<file path="config.mk">
export PLATFORM = sky130hd
export DESIGN_NAME = mul_sequencer
export DESIGN_NICKNAME = d
export VERILOG_FILES = /design/src/rtl/alu_pkg.sv /design/src/rtl/mul_sequencer.sv
export SDC_FILE = /design/constraint.sdc
export NUM_CORES = 1
export LEC_CHECK = 0
export ABC_CLOCK_PERIOD_IN_PS = 8980
export BUFFER_PORTS_ARGS = -buffer_cell sky130_fd_sc_hd__buf_4
export CAP_MARGIN = 30
export CELL_PAD_IN_SITES_DETAIL_PLACEMENT = 1
export CELL_PAD_IN_SITES_GLOBAL_PLACEMENT = 1
export CORE_MARGIN = 10
export CORE_UTILIZATION = 39
export CTS_CLUSTER_DIAMETER = 120
export DETAILED_ROUTE_END_ITERATION = 8
export MAX_ROUTING_LAYER = met4
export PLACE_DENSITY_LB_ADDON = 0.2
export SETUP_SLACK_MARGIN = 0.15
export SYNTH_ARGS = -nofsm -noshare
export SYNTH_HDL_FRONTEND = slang
export SYNTH_SLANG_ARGS = --single-unit
</file>
<file path="constraint.sdc">
create_clock -name clk -period 8.98 [get_ports clk]
set_clock_uncertainty 0.1 [all_clocks]
set_input_delay 1.796 -clock clk [delete_from_list [all_inputs] [get_ports clk]]
set_output_delay 1.796 -clock clk [all_outputs]
set_load 0.01 [all_outputs]
</file>
<file path="src/rtl/alu_pkg.sv">
// Shared definitions for the multiply sequencer and the external ALU.
// Holds the ALU opcode constants and the sequencer's FSM state type.
package alu_pkg;

    localparam logic [3:0] ALU_AND = 4'b0000;
    localparam logic [3:0] ALU_ADD = 4'b0010;
    localparam logic [3:0] ALU_SLL = 4'b0100;

    typedef enum logic [1:0] {
        IDLE  = 2'd0,
        ADD   = 2'd1,
        SHIFT = 2'd2,
        DONE  = 2'd3
    } seq_state_t;

endpackage : alu_pkg

</file>
<file path="src/rtl/mul_sequencer.sv">
// Shift-and-add multiplier that borrows an external shared ALU.
// Each multiplier bit costs two granted ALU cycles: an ADD that folds the
// current multiplicand into the accumulator (kept only if the bit is set)
// and an SLL that doubles the multiplicand. Iteration stops as soon as no
// set bits remain in the multiplier.
//   clk, reset              : clock, asynchronous active-high reset
//   in_valid/in_ready       : request handshake, op_a x op_b
//   out_valid/out_ready     : result handshake, product (low DATA_WIDTH bits)
//   busy                    : sequencer not idle
//   alu_req/alu_gnt         : shared ALU request / grant
//   alu_srca/srcb/operation : ALU operands and opcode, alu_result returned
module mul_sequencer
    import alu_pkg::*;
#(
    parameter int DATA_WIDTH    = 32,
    parameter int OPCODE_LENGTH = 4
) (
    input  logic                     clk,
    input  logic                     reset,
    input  logic                     in_valid,
    output logic                     in_ready,
    input  logic [DATA_WIDTH-1:0]    op_a,
    input  logic [DATA_WIDTH-1:0]    op_b,
    output logic                     out_valid,
    input  logic                     out_ready,
    output logic [DATA_WIDTH-1:0]    product,
    output logic                     busy,
    output logic                     alu_req,
    input  logic                     alu_gnt,
    output logic [DATA_WIDTH-1:0]    alu_srca,
    output logic [DATA_WIDTH-1:0]    alu_srcb,
    output logic [OPCODE_LENGTH-1:0] alu_operation,
    input  logic [DATA_WIDTH-1:0]    alu_result
);

    seq_state_t               r_state;
    logic [DATA_WIDTH-1:0]    r_acc;
    logic [DATA_WIDTH-1:0]    r_mcand;
    logic [DATA_WIDTH-1:0]    r_mplier;
    logic                     r_in_ready;
    logic                     r_out_valid;
    logic                     r_busy;
    logic                     r_alu_req;
    logic [OPCODE_LENGTH-1:0] r_alu_op;
    logic [DATA_WIDTH-1:0]    w_mplier_next;
    logic [DATA_WIDTH-1:0]    w_srca;
    logic [DATA_WIDTH-1:0]    w_srcb;

    assign w_mplier_next = r_mplier >> 1;

    // NOTE: state uses non-blocking assignments so every register samples pre-edge values.
    always_ff @(posedge clk or posedge reset) begin
        if (reset) begin
            r_state     <= IDLE;
            r_acc       <= '0;
            r_mcand     <= '0;
            r_mplier    <= '0;
            r_in_ready  <= 1'b1;
            r_out_valid <= 1'b0;
            r_busy      <= 1'b0;
            r_alu_req   <= 1'b0;
            r_alu_op    <= OPCODE_LENGTH'(ALU_AND);
        end else begin
            case (r_state)
                IDLE: begin
                    if (in_valid) begin
                        r_acc      <= '0;
                        r_mcand    <= op_a;
                        r_mplier   <= op_b;
                        r_in_ready <= 1'b0;
                        r_busy     <= 1'b1;
                        if (op_b != '0) begin
                            r_state   <= ADD;
                            r_alu_req <= 1'b1;
                            r_alu_op  <= OPCODE_LENGTH'(ALU_ADD);
                        end else begin
                            // Zero multiplier: product is already known.
                            r_state     <= DONE;
                            r_out_valid <= 1'b1;
                        end
                    end
                end
                ADD: begin
                    if (alu_gnt) begin
                        if (r_mplier[0]) begin
                            r_acc <= alu_result;
                        end
                        r_state  <= SHIFT;
                        r_alu_op <= OPCODE_LENGTH'(ALU_SLL);
                    end
                end
                SHIFT: begin
                    if (alu_gnt) begin
                        r_mcand  <= alu_result;
                        r_mplier <= w_mplier_next;
                        // Early exit once the remaining multiplier bits are all zero.
                        if (w_mplier_next == '0) begin
                            r_state     <= DONE;
                            r_alu_req   <= 1'b0;
                            r_alu_op    <= OPCODE_LENGTH'(ALU_AND);
                            r_out_valid <= 1'b1;
                        end else begin
                            r_state  <= ADD;
                            r_alu_op <= OPCODE_LENGTH'(ALU_ADD);
                        end
                    end
                end
                DONE: begin
                    if (out_ready) begin
                        r_state     <= IDLE;
                        r_out_valid <= 1'b0;
                        r_busy      <= 1'b0;
                        r_in_ready  <= 1'b1;
                    end
                end
                default: r_state <= IDLE;
            endcase
        end
    end

    // Operand muxing follows the registered state, so operands stay put
    // for as long as a grant is withheld.
    always_comb begin
        w_srca = '0;
        w_srcb = '0;
        case (r_state)
            ADD: begin
                w_srca = r_acc;
                w_srcb = r_mcand;
            end
            SHIFT: begin
                w_srca = r_mcand;
                w_srcb = DATA_WIDTH'(1);
            end
            default: ;
        endcase
    end

    assign in_ready      = r_in_ready;
    assign out_valid     = r_out_valid;
    assign busy          = r_busy;
    assign alu_req       = r_alu_req;
    assign alu_operation = r_alu_op;
    assign alu_srca      = w_srca;
    assign alu_srcb      = w_srcb;
    assign product       = r_acc;

endmodule : mul_sequencer

</file>
# Word level (Yosys, flattened, before mapping)
# Cells that the tools add are included.
[op_classes]
n_eq_ne = 11
muxes = 41
reduce_logical = 15
[op_table]
columns = ["operator", "n"]
rows = [
  ["32-bit one-hot mux with 2 select lines", 5],
  ["32-bit 2-to-1 mux", 7],
  ["32-bit zero test", 1],
  ["32-bit nonzero test", 1],
  ["4-bit 2-to-1 mux", 4],
  ["2-bit != test, second input constant", 8],
  ["2-bit 2-to-1 mux", 7],
  ["1-bit 2-to-1 mux", 12],
  ["4-bit one-hot mux with 3 select lines", 1],
  ["5-bit AND reduction", 2],
  ["2-bit one-hot mux with 4 select lines", 1],
  ["4-bit AND reduction", 2],
  ["1-bit one-hot mux with 2 select lines", 3],
  ["3-bit AND reduction", 2],
  ["6-bit AND reduction", 1],
  ["2-bit nonzero test", 3],
  ["3-bit nonzero test", 2],
  ["2-bit equality test, second input constant", 2],
  ["1-bit one-hot mux with 3 select lines", 1],
  ["2-bit by 1-bit equality test with 1-bit output, second input constant", 1],
  ["2-bit zero test", 1],
]
[word_totals]
ff_bits = 106
inputBits = 101
out_inout_bits = 104
elab_cells = 76

# Depth between registers and ports, before layout
# Gate-level depths: netlist of run 1.
[depth]
ltp_word = 4
depth_mapped = 8
mapped_depth_nobuf = 7

# Worst setup path before layout of run 1
# No wires, ideal clock.
[synth_timing]
path_type = "flip-flop to output port"
from = "register r_state[1]"
to = "output alu_srcb[12]"
t_arrival_ps = 1597
required_ps = 7084
slack_ps = 5487
stages_incl_launch_ff = 7
n_path_buf = 3
cell_sequence = "dfrtp_1 -> inv_1 -> ha_1 -> clkbuf_1 -> clkbuf_1 -> clkbuf_1 -> and2_1"
[synth_via]
elab_chain_cells = 2
elab_cells_between_ends = 3
classes_between = "2 x eq/ne; 1 x mux"
[synth_rtl]
columns = ["element", "line", "source"]
rows = [
  ["start: declaration", "mul_sequencer.sv:36", "seq_state_t r_state;"],
  ["start signal: assignment", "mul_sequencer.sv:54", "r_state <= IDLE;"],
  ["start signal: assignment", "mul_sequencer.sv:73", "r_state <= ADD;"],
  ["start signal: assignment", "mul_sequencer.sv:78", "r_state <= DONE;"],
  ["2-bit equality test / 2-bit by 1-bit equality test with 1-bit output (equally long branches)", "mul_sequencer.sv:126", "case (r_state)"],
  ["32-bit one-hot mux with 2 select lines *", "mul_sequencer.sv:126", ""],
  ["end: declaration", "mul_sequencer.sv:31", "output logic [DATA_WIDTH-1:0] alu_srcb,"],
]
# Every way passes the cells marked *; elsewhere a longest branch is shown, timed or not.

# Worst setup path in the final report of run 1
[layout_timing]
from = "register r_state[0]"
to = "output alu_srca[4]"
[layout_via]
elab_chain_cells = 2
elab_cells_between_ends = 3
classes_between = "2 x eq/ne; 1 x mux"
[layout_rtl]
columns = ["element", "line", "source"]
rows = [
  ["2-bit equality test / 2-bit by 1-bit equality test with 1-bit output (equally long branches)", "mul_sequencer.sv:126", ""],
  ["32-bit one-hot mux with 2 select lines *", "mul_sequencer.sv:126", ""],
  ["end: declaration", "mul_sequencer.sv:30", "output logic [DATA_WIDTH-1:0] alu_srca,"],
]
# Marked as above.

==> results of run 1 <==
## layout by cell type, fill, tap and decap left out, drive strengths merged
| master | synthesis | layout |
|---|---|---|
| buf | 23 | 209 |
| dfrtp | 103 | 103 |
| nand2 | 68 | 68 |
| a21oi | 68 | 68 |
| nor2 | 66 | 66 |
| mux2i | 65 | 65 |
| o21ai | 37 | 37 |
| nor2b | 35 | 35 |
| a22oi | 32 | 32 |
| and2 | 31 | 31 |
| nor4 | 15 | 15 |
| clkbuf | 24 | 13 |
| inv | 11 | 11 |
| ha | 6 | 6 |
| nand3 | 4 | 4 |
| nand4 | 4 | 4 |
| nor3 | 2 | 2 |
| o31ai | 2 | 2 |
| mux2 | 2 | 2 |
| conb | 1 | 2 |
| clkinv | 0 | 2 |
| a211oi | 2 | 2 |
| diode | 0 | 1 |
| o311ai | 1 | 1 |
| a32o | 1 | 1 |
| o2111ai | 1 | 1 |
| a22o | 1 | 1 |
| bufinv | 0 | 1 |
| dfstp | 1 | 1 |
## final timing paths
path,depth (start not counted),from,slack (ns),endpoint
worst max register to register,7,r_state[0],5.98,alu_req
worst min-delay path,2,product[29],0.42,product[29]
min in group asynchronous,2,reset,1.38,product[8]
worst max-delay path,6,r_state[0],4.09,alu_srca[4]
max in group asynchronous,3,reset,6.17,r_mcand[29]
worst min register to register,2,product[29],0.42,product[29]
## critical path: stages, from the launching register on
cell and delay [ns]:
dfrtp_1 0.42, inv_1 0.18, ha_4 0.71, buf_4 0.76
a22oi_1 0.21, nor2b_1 0.18, buf_4 0.15
## synth_stat cells (11+ instances only)
cell type  instances
nand2_1           68
mux2i_1           65
buf_2             19
inv_1             11
a21oi_1           68
and2_1            31
nor2b_1           35
clkbuf_1          24
dfrtp_1          103
o21ai_0           35
nor2_1            66
a22oi_1           32
nor4_1            15
## cell type report
class                           instances  area share [%]
Multi-Input combinational cell        445           36.10
Sequential cell                       104           34.92
Timing Repair Buffer                  209           21.31
Clock buffer                           13           3.491
Tap cell                              180           3.021
Inverter                               11          0.5873
Clock inverter                          3          0.5370
Antenna cell                            1         0.03356
## power breakdown
| group | internal [uW] | total, uW | switching [uW] |
|---|---|---|---|
| clock | 231 | 398 | 167 |
| combinational | 671 | 1540 | 871 |
| sequential | 680 | 855 | 175 |
| total | 1580 | 2790 | 1210 |
## stage by stage
step	power, uW	worst slack, ns	instance area [um^2]	hold slack (ns)	cells
after global placement	2314	4.539	7126	0.3935	948
after floorplan	1791	4.353	5522	0.3945	607
after detailed placement	2425	4.409	7153	0.4104	949
after global routing	3034	3.847	7456	0.4458	966
final	2795	4.091	7456	0.4212	966
after CTS	2832	4.031	7453	0.4248	965
## cells by family (layout without fill, tap and decap cells)
family	Yosys count	count (layout)
buf+inv	58	236
fa+ha+maj	6	6
compound gates	145	145
other cells	1	3
mux	67	67
flops	104	104
simple gates	225	225
## registers in the layout, summed over array words and instances, names as in the netlist
signal and count:
busy 1, in_ready 1, out_valid 1, product 32
r_mcand 32, r_mplier 32, alu_req 1, r_state 2
alu_operation 2
## layer usage
metal  up-vias  routed length, um
li1       2433                  -
met1      2523               8110
met2       143               9420
met3        24                932
met4         0                439
met5         -                  0
==> results_dict.tcl, run 1 <==
set metrics [dict create \
    max-slew-margin-rel_pct 43.08 \
    wirelength_mm 18.90 \
    first_global_vias 5713 \
    maxCapViolCount 0 \
    yosysTopAreaCell "dfrtp_1" \
    maxSlewViolCount 0 \
    irDropWorstVdd_mv 0.1735 \
    firstDrtPassIters 4 \
    avgSynthCellArea_um2 9.105 \
    powerDensity_mw_per_mm2 374.8 \
    h-tree-depth 3 \
    synthArstFlopShare_pct 100.0 \
    start_util_pct 39.75 \
    synth_top_family_by_area "simple AND/OR/NAND/NOR gates" \
    areaGrowthSynthToFinish_pct 35.12 \
    die_h_um 138.9 \
    synth.mux.area_fraction_pct 12.20 \
    postCtsResizedCells 0 \
    cts_tree "done" \
    crit_fanout 53 \
    grt_max_degree 83 \
    synth.area.top_cells "dfrtp_1 47%, mux2i_1 12%, a21oi_1 6.2%, nand2_1 4.6%, nor2_1 4.5%" \
    status "complete, no violations" \
    grt_overflow 0 \
    drt-initial-drc-count 205 \
    drtAntennaViolNets 0 \
    ys.flop_type "dfrtp_1" \
    busiest_layer "met2" \
    drive_gt1_share_pct 29.43 \
    die_area_mm2 0.01931 \
    core_mm2 0.01388 \
    die_width_um 138.9 \
    postCtsSetupRepairBufs 0 \
    wl_per_cell_um 19.57 \
    remaining_drc_errors 0 \
    multi_input_area_mm2 0.002691 \
    regArea_mm2 0.002604 \
    yosys.area_share.simple_pct 19.30 \
    fin_nets 887 \
    synthCells 606 \
    rows 43 \
    synth_compound_area_share_pct 15.24 \
    crit_arrival_ns 2.99 \
    cts_buffers 9 \
    cellLeakagePower_uw 0.003310 \
    synth_top_area_share_pct 46.71 \
    cts_sinks 104 \
    start_kind "flip-flop" \
    worst_ep_required_time_ns 7.08 \
    synth-seq-cells 104 \
    grt_use_met3_pct 5.137 \
    min_period_over_period_pct 54.44 \
    dp_hpwl_mm 14.16 \
    clock_latency_ns 0.35 \
    min_period_ns 4.889 \
    yosys.cell_types.count 30 \
    cts_hold_buf 0 \
    portBuffers 202 \
    synth-xor-area-share_pct 0 \
    yosys_warnings 0 \
    synthesis.area_mm2 0.005518 \
    tightest_slew_ns 0.8538 \
    rsz0062_at_grt "false" \
    ys_seq_area_share_pct 47.19 \
    setup_tns_ns 0 \
    vias 5123 \
    grt_use_met1_pct 23.20 \
    via_per_inst 5.303 \
    fill_cells 1614 \
    setup_viol 0 \
    clk_pin_slew_worst_paths_ns 0.06 \
    grt_pass1_wl_mm 30.43 \
    grt_use_met2_pct 32.03 \
    cts_buffer_depth 2 \
    hp-class "reg -> reg" \
    hold_violations 0 \
    root_buffer "clkbuf_16" \
    gp_congestion 0.8288 \
    fmax_mhz 204.6 \
    fin_util_pct 53.71 \
    grt_usage_pct 19.71 \
    synthAdderAreaFrac_pct 1.361 \
    crit_path_end_kind "primary output" \
    crit_type "reg -> out" \
    synth_edf_count 0 \
    io_pins 205 \
    antenna_found_initial 1 \
]
Note: power is estimated with default switching activity, not from simulation.
==> run 2, diff against run 1 <==
ABC_CLOCK_PERIOD_IN_PS = 3920   (was 8980)
CORE_UTILIZATION = 33   (was 39)
clock period = 3.92 ns   (was 8.98 ns; I/O delays follow)
==> results_dict.tcl, run 2 (same netlist as run 1, synthesis figures left out) <==
set metrics [dict create \
    p_total_uw 6448 \
    hold_violations 0 \
    grt_usage_pct 17.49 \
    cts_buffer_depth 2 \
    cts_sinks 104 \
    clock_latency_ns 0.35 \
    wl_per_cell_um 18.94 \
    rows 47 \
    min_period_over_period_pct 83.62 \
    n_antenna_cell 0 \
    crit_top_cell "buf_4" \
    clk_pin_slew_worst_paths_ns 0.07 \
    max_stage_delay_ns 0.60 \
    start_util_pct 33.51 \
    crit_arrival_ns 2.39 \
    cts_buffers 9 \
    areaGrowthSynthToFinish_pct 36.85 \
    status "complete, no violations" \
    path_cells "inv_1 -> ha_4 -> buf_4 -> a22oi_1 -> nor2b_1 -> buf_4" \
    drtAntennaViolNets 0 \
    remaining_drc_errors 0 \
    cts_hold_buf 0 \
    grt_overflow 0 \
    maxSlewViolCount 0 \
    postCtsSetupRepairBufs 0 \
    first_global_vias 5690 \
    tightest_slew_ns 1.013 \
    firstDrtPassIters 5 \
    vias 5118 \
    die_area_mm2 0.02229 \
    min_period_ns 3.278 \
    die_width_um 149.3 \
    switchingPower_uw 2779 \
    crit_type "reg -> out" \
    io_pins 205 \
    drt-initial-drc-count 219 \
    worst_path_max_delay_cell "ha_4" \
    via_per_inst 5.077 \
    dp_hpwl_mm 14.42 \
    r2r_cells 6 \
    hp-class "in -> async" \
    p_clk_share_pct 15.3 \
    layout_common_cells "211 x buf_4, 103 x dfrtp_1, 68 x nand2_1, 68 x a21oi_1, 66 x nor2_1" \
    crit_path_end_kind "primary output" \
    portBuffers 202 \
    irDropWorstVdd_mv 0.4040 \
    wirelength_mm 19.09 \
    place_ws_ns 0.9666 \
    drive_gt1_share_pct 29.70 \
    fin_util_pct 45.86 \
    cellLeakagePower_uw 0.003328 \
    setup_tns_ns 0 \
    gp_congestion 0.7816 \
    rsz0062_at_grt "false" \
    grt_pass1_wl_mm 30.42 \
    power.share.combinational_pct 54.3 \
    fmax_mhz 305.1 \
    max-slew-margin-rel_pct 32.47 \
    root_buffer "clkbuf_16" \
    grt_max_degree 102 \
    maxCapViolCount 0 \
    p_int_uw 3670 \
    postCtsResizedCells 0 \
    powerDensity_mw_per_mm2 854.0 \
    cts_tree "done" \
    crit_fanout 43 \
    worst_ep_required_time_ns 3.04 \
    fin_nets 890 \
    worst_slack_ns 0.6423 \
    start_kind "flip-flop" \
    mostFrequentLayoutCell "buf_4" \
    p_seq_share_pct 30.4 \
    antenna_found_initial 0 \
    setup_viol 0 \
    h-tree-depth 3 \
    crit-reg2reg-launch "r_state[1]" \
    rr_endpoint "product[31]" \
    core_mm2 0.01647 \
    switching_share_pct 43.09 \
    die_h_um 149.3 \
    ff2ff_setup_slack_ns 1.03 \
]
run 2: cell types whose count changed in the layout (fill, tap and decap cells not counted), sizes merged:
cell / previous run / this run
clkbuf: 13 / 12
buf: 209 / 212
bufinv: 1 / 2
inv: 11 / 12
clkinv: 2 / 0
diode: 1 / 0
clkinvlp: 0 / 1
run 2: layer usage:
| layer | routed length, um | vias to the layer above | track usage [%] | share of wire, % |
|---|---|---|---|---|
| li1 | - | 2438 | - | - |
| met1 | 8263 | 2532 | 20.57 | 43 |
| met2 | 9425 | 130 | 28.67 | 49 |
| met3 | 1152 | 18 | 4.915 | 6.0 |
| met4 | 245 | 0 | 4.956 | 1.3 |
| met5 | 0 | - | - | 0 |
run 2: critical path, delay by kind of cell (launching register included):
kind                     cells  cell delay [ns]
AND/OR/NAND/NOR              1             0.18
adder cells (fa/ha/maj)      1             0.60
AO/OA/AOI/OAI                1             0.12
buffers and inverters        3             0.68
flip-flops                   1             0.45
run 2: worst max-delay path by stage:
stage | start | end | slack [ns] | cells after the start
2_1_floorplan | reset | alu_operation[1] | 0.31 | 1
3_3_place_gp | r_state[0] | alu_srca[10] | 1.07 | 6
3_5_place_dp | r_state[1] | product[30] | 0.97 | 6
4_1_cts | r_state[0] | alu_srca[11] | 0.61 | 6
5_1_grt | r_state[0] | alu_srca[12] | 0.42 | 6
6_report | r_state[0] | alu_srca[11] | 0.64 | 6
run 2: stage by stage:
stage | hold WS (ns) | std cells | area [um^2]
after floorplan | 0.3945 | 607 | 5522
after global placement | 0.4008 | 992 | 7228
after detailed placement | 0.4006 | 992 | 7228
after CTS | 0.4159 | 1008 | 7551
after global routing | 0.4458 | 1008 | 7551
final | 0.3988 | 1008 | 7551
run 2: cell type report:
cell class              instances  area, um^2
inverters                      11       43.79
well taps                     220       275.3
clock inverters                 4       76.32
repair buffers                212        1604
multi-input cells             445        2701
flip-flops and latches        104        2604
fillers                      1941        8915
clock buffers                  12       246.5
run 2: power by group through the flow:
stage / clock, uW / sequential, uW / combinational (uW)
floorplan: 0 / 1880 / 2220
global placement: 0 / 1950 / 3450
detailed placement: 0 / 1970 / 3570
CTS: 1020 / 1960 / 3580
global route: 1050 / 2020 / 3920
finish: 986 / 1960 / 3500
==> run 3, diff against run 2 <==
ABC_CLOCK_PERIOD_IN_PS = 2900   (was 3920)
clock period = 2.9 ns   (was 3.92 ns; I/O delays follow)
==> results_dict.tcl, run 3 (same netlist as run 1, synthesis figures left out) <==
set metrics [dict create \
    dpl.cell_count 993 \
    antenna_found_initial 0 \
    mostFrequentLayoutCell "buf_4" \
    crit_path_end_kind "primary output" \
    grt_pass1_wl_mm 30.75 \
    fmax_mhz 376.2 \
    power.share.combinational_pct 55.7 \
    fin_nets 894 \
    n_antenna_cell 0 \
    max-slew-margin-rel_pct 41.15 \
    switching_share_pct 43.22 \
    worst-path-buf-inv 3 \
    die_h_um 149.3 \
    fill_cells 1930 \
    grt_usage_pct 17.73 \
    remaining_drc_errors 0 \
    clk_pin_slew_worst_paths_ns 0.07 \
    root_buffer "clkbuf_16" \
    wirelength_mm 19.29 \
    tightest_slew_ns 0.8795 \
    hold_violations 0 \
    drt-initial-drc-count 365 \
    setup_viol 0 \
    drtAntennaViolNets 0 \
    crit_fanout 30 \
    portBuffers 202 \
    vias 5073 \
    maxCapViolCount 0 \
    final_cells 1012 \
    hold_ws_ns 0.3002 \
    rsz0062_at_grt "false" \
    powerDensity_mw_per_mm2 1155 \
    cellLeakagePower_uw 0.003356 \
    p_clk_share_pct 14.2 \
    p_int_uw 5001 \
    crit_arrival_ns 1.98 \
    cp_top_family "buffers and inverters" \
    layout_common_cells "209 x buf_4, 103 x dfrtp_1, 68 x nand2_1, 68 x a21oi_1, 66 x nor2_1" \
    cts_tree "done" \
    drive_gt1_share_pct 30.05 \
    io_pins 205 \
    first_global_vias 5695 \
    worst_path_max_delay_cell "dfrtp_1" \
    dp_hpwl_mm 14.43 \
    areaGrowthSynthToFinish_pct 38.23 \
    irDropWorstVdd_mv 0.7525 \
    max_stage_delay_ns 0.45 \
    maxSlewViolCount 0 \
    worst_ep_required_time_ns 2.22 \
    p_seq_share_pct 30.1 \
    postCtsResizedCells 0 \
    clock_latency_ns 0.35 \
    min_period_over_period_pct 91.67 \
    cts_sinks 104 \
    firstDrtPassIters 5 \
    grt_overflow 0 \
    ff2ff_setup_slack_ns 0.47 \
    core_mm2 0.01647 \
    start_kind "flip-flop" \
    die_width_um 149.3 \
    min_period_ns 2.658 \
    grt_max_degree 105 \
    gp_congestion 0.8115 \
    cts_buffers 9 \
    hp-class "in -> async" \
    die_area_mm2 0.02229 \
    rows 47 \
    wl_per_cell_um 19.06 \
    switchingPower_uw 3806 \
    status "complete, no violations" \
    path_cells "inv_1 -> ha_4 -> buf_12 -> a21oi_1 -> nor2b_1 -> buf_4" \
    crit_type "reg -> out" \
    via_per_inst 5.013 \
    setup_tns_ns 0 \
    h-tree-depth 3 \
    p_total_uw 8807 \
    cts_buffer_depth 2 \
    start_util_pct 33.51 \
]
## run 3: power groups by stage
stage	logic, uW	clock network [uW]	registers (uW)
CTS	4970	1280	2650
global route	5470	1350	2750
floorplan	3000	0	2540
finish	4910	1250	2650
global placement	4740	0	2630
detailed placement	4900	0	2670
## run 3: layout make-up
type                    count  area, um^2  area share (%)
clock buffers              12       246.5           3.232
inverters                  11       45.04          0.5906
repair buffers            216        1704           22.34
well taps                 220       275.3           3.609
flip-flops and latches    104        2604           34.14
clock inverters             4       51.30          0.6726
multi-input cells         445        2701           35.42
## run 3: stage by stage
stage	util [%]	cell area, um^2	worst slack (ns)
2_1_floorplan	-	5525	0.6231
3_3_place_gp	44.33	7300	0.5079
5_1_grt	46.32	7627	0.1520
3_5_place_dp	44.33	7300	0.4409
4_1_cts	46.28	7620	0.2309
6_report	46.32	7627	0.2416
## run 3: metal layers
metal | global-route usage (%) | vias to the layer above | part of all wire (%)
li1 | - | 2445 | -
met1 | 21.54 | 2476 | 44
met2 | 28.78 | 129 | 49
met3 | 4.066 | 23 | 5.4
met4 | 5.299 | 0 | 1.4
met5 | - | - | 0
## run 3: final timing paths
kind	start	end	cells after the start
worst max-delay path	r_state[0]	alu_srcb[0]	6
min in group clk	alu_result[28]	product[28]	3
worst min-delay path	reset	r_mcand[6]	3
max in group asynchronous	reset	in_ready	3
worst max register to register	r_state[1]	product[20]	6
worst min register to register	product[0]	product[0]	2
## run 3: timing repair
item                       CTS  global route
hold buffers                 0             0
setup buffers                2             1
pin swaps                    0             1
setup endpoints to repair   25            11
## run 3: worst register-to-register path: cells and delay by family, from the launching register on
family	cells	cell delay, ns
compound gates	2	0.84
fa+ha+maj	1	0.32
buf+inv	3	0.61
flops	1	0.44
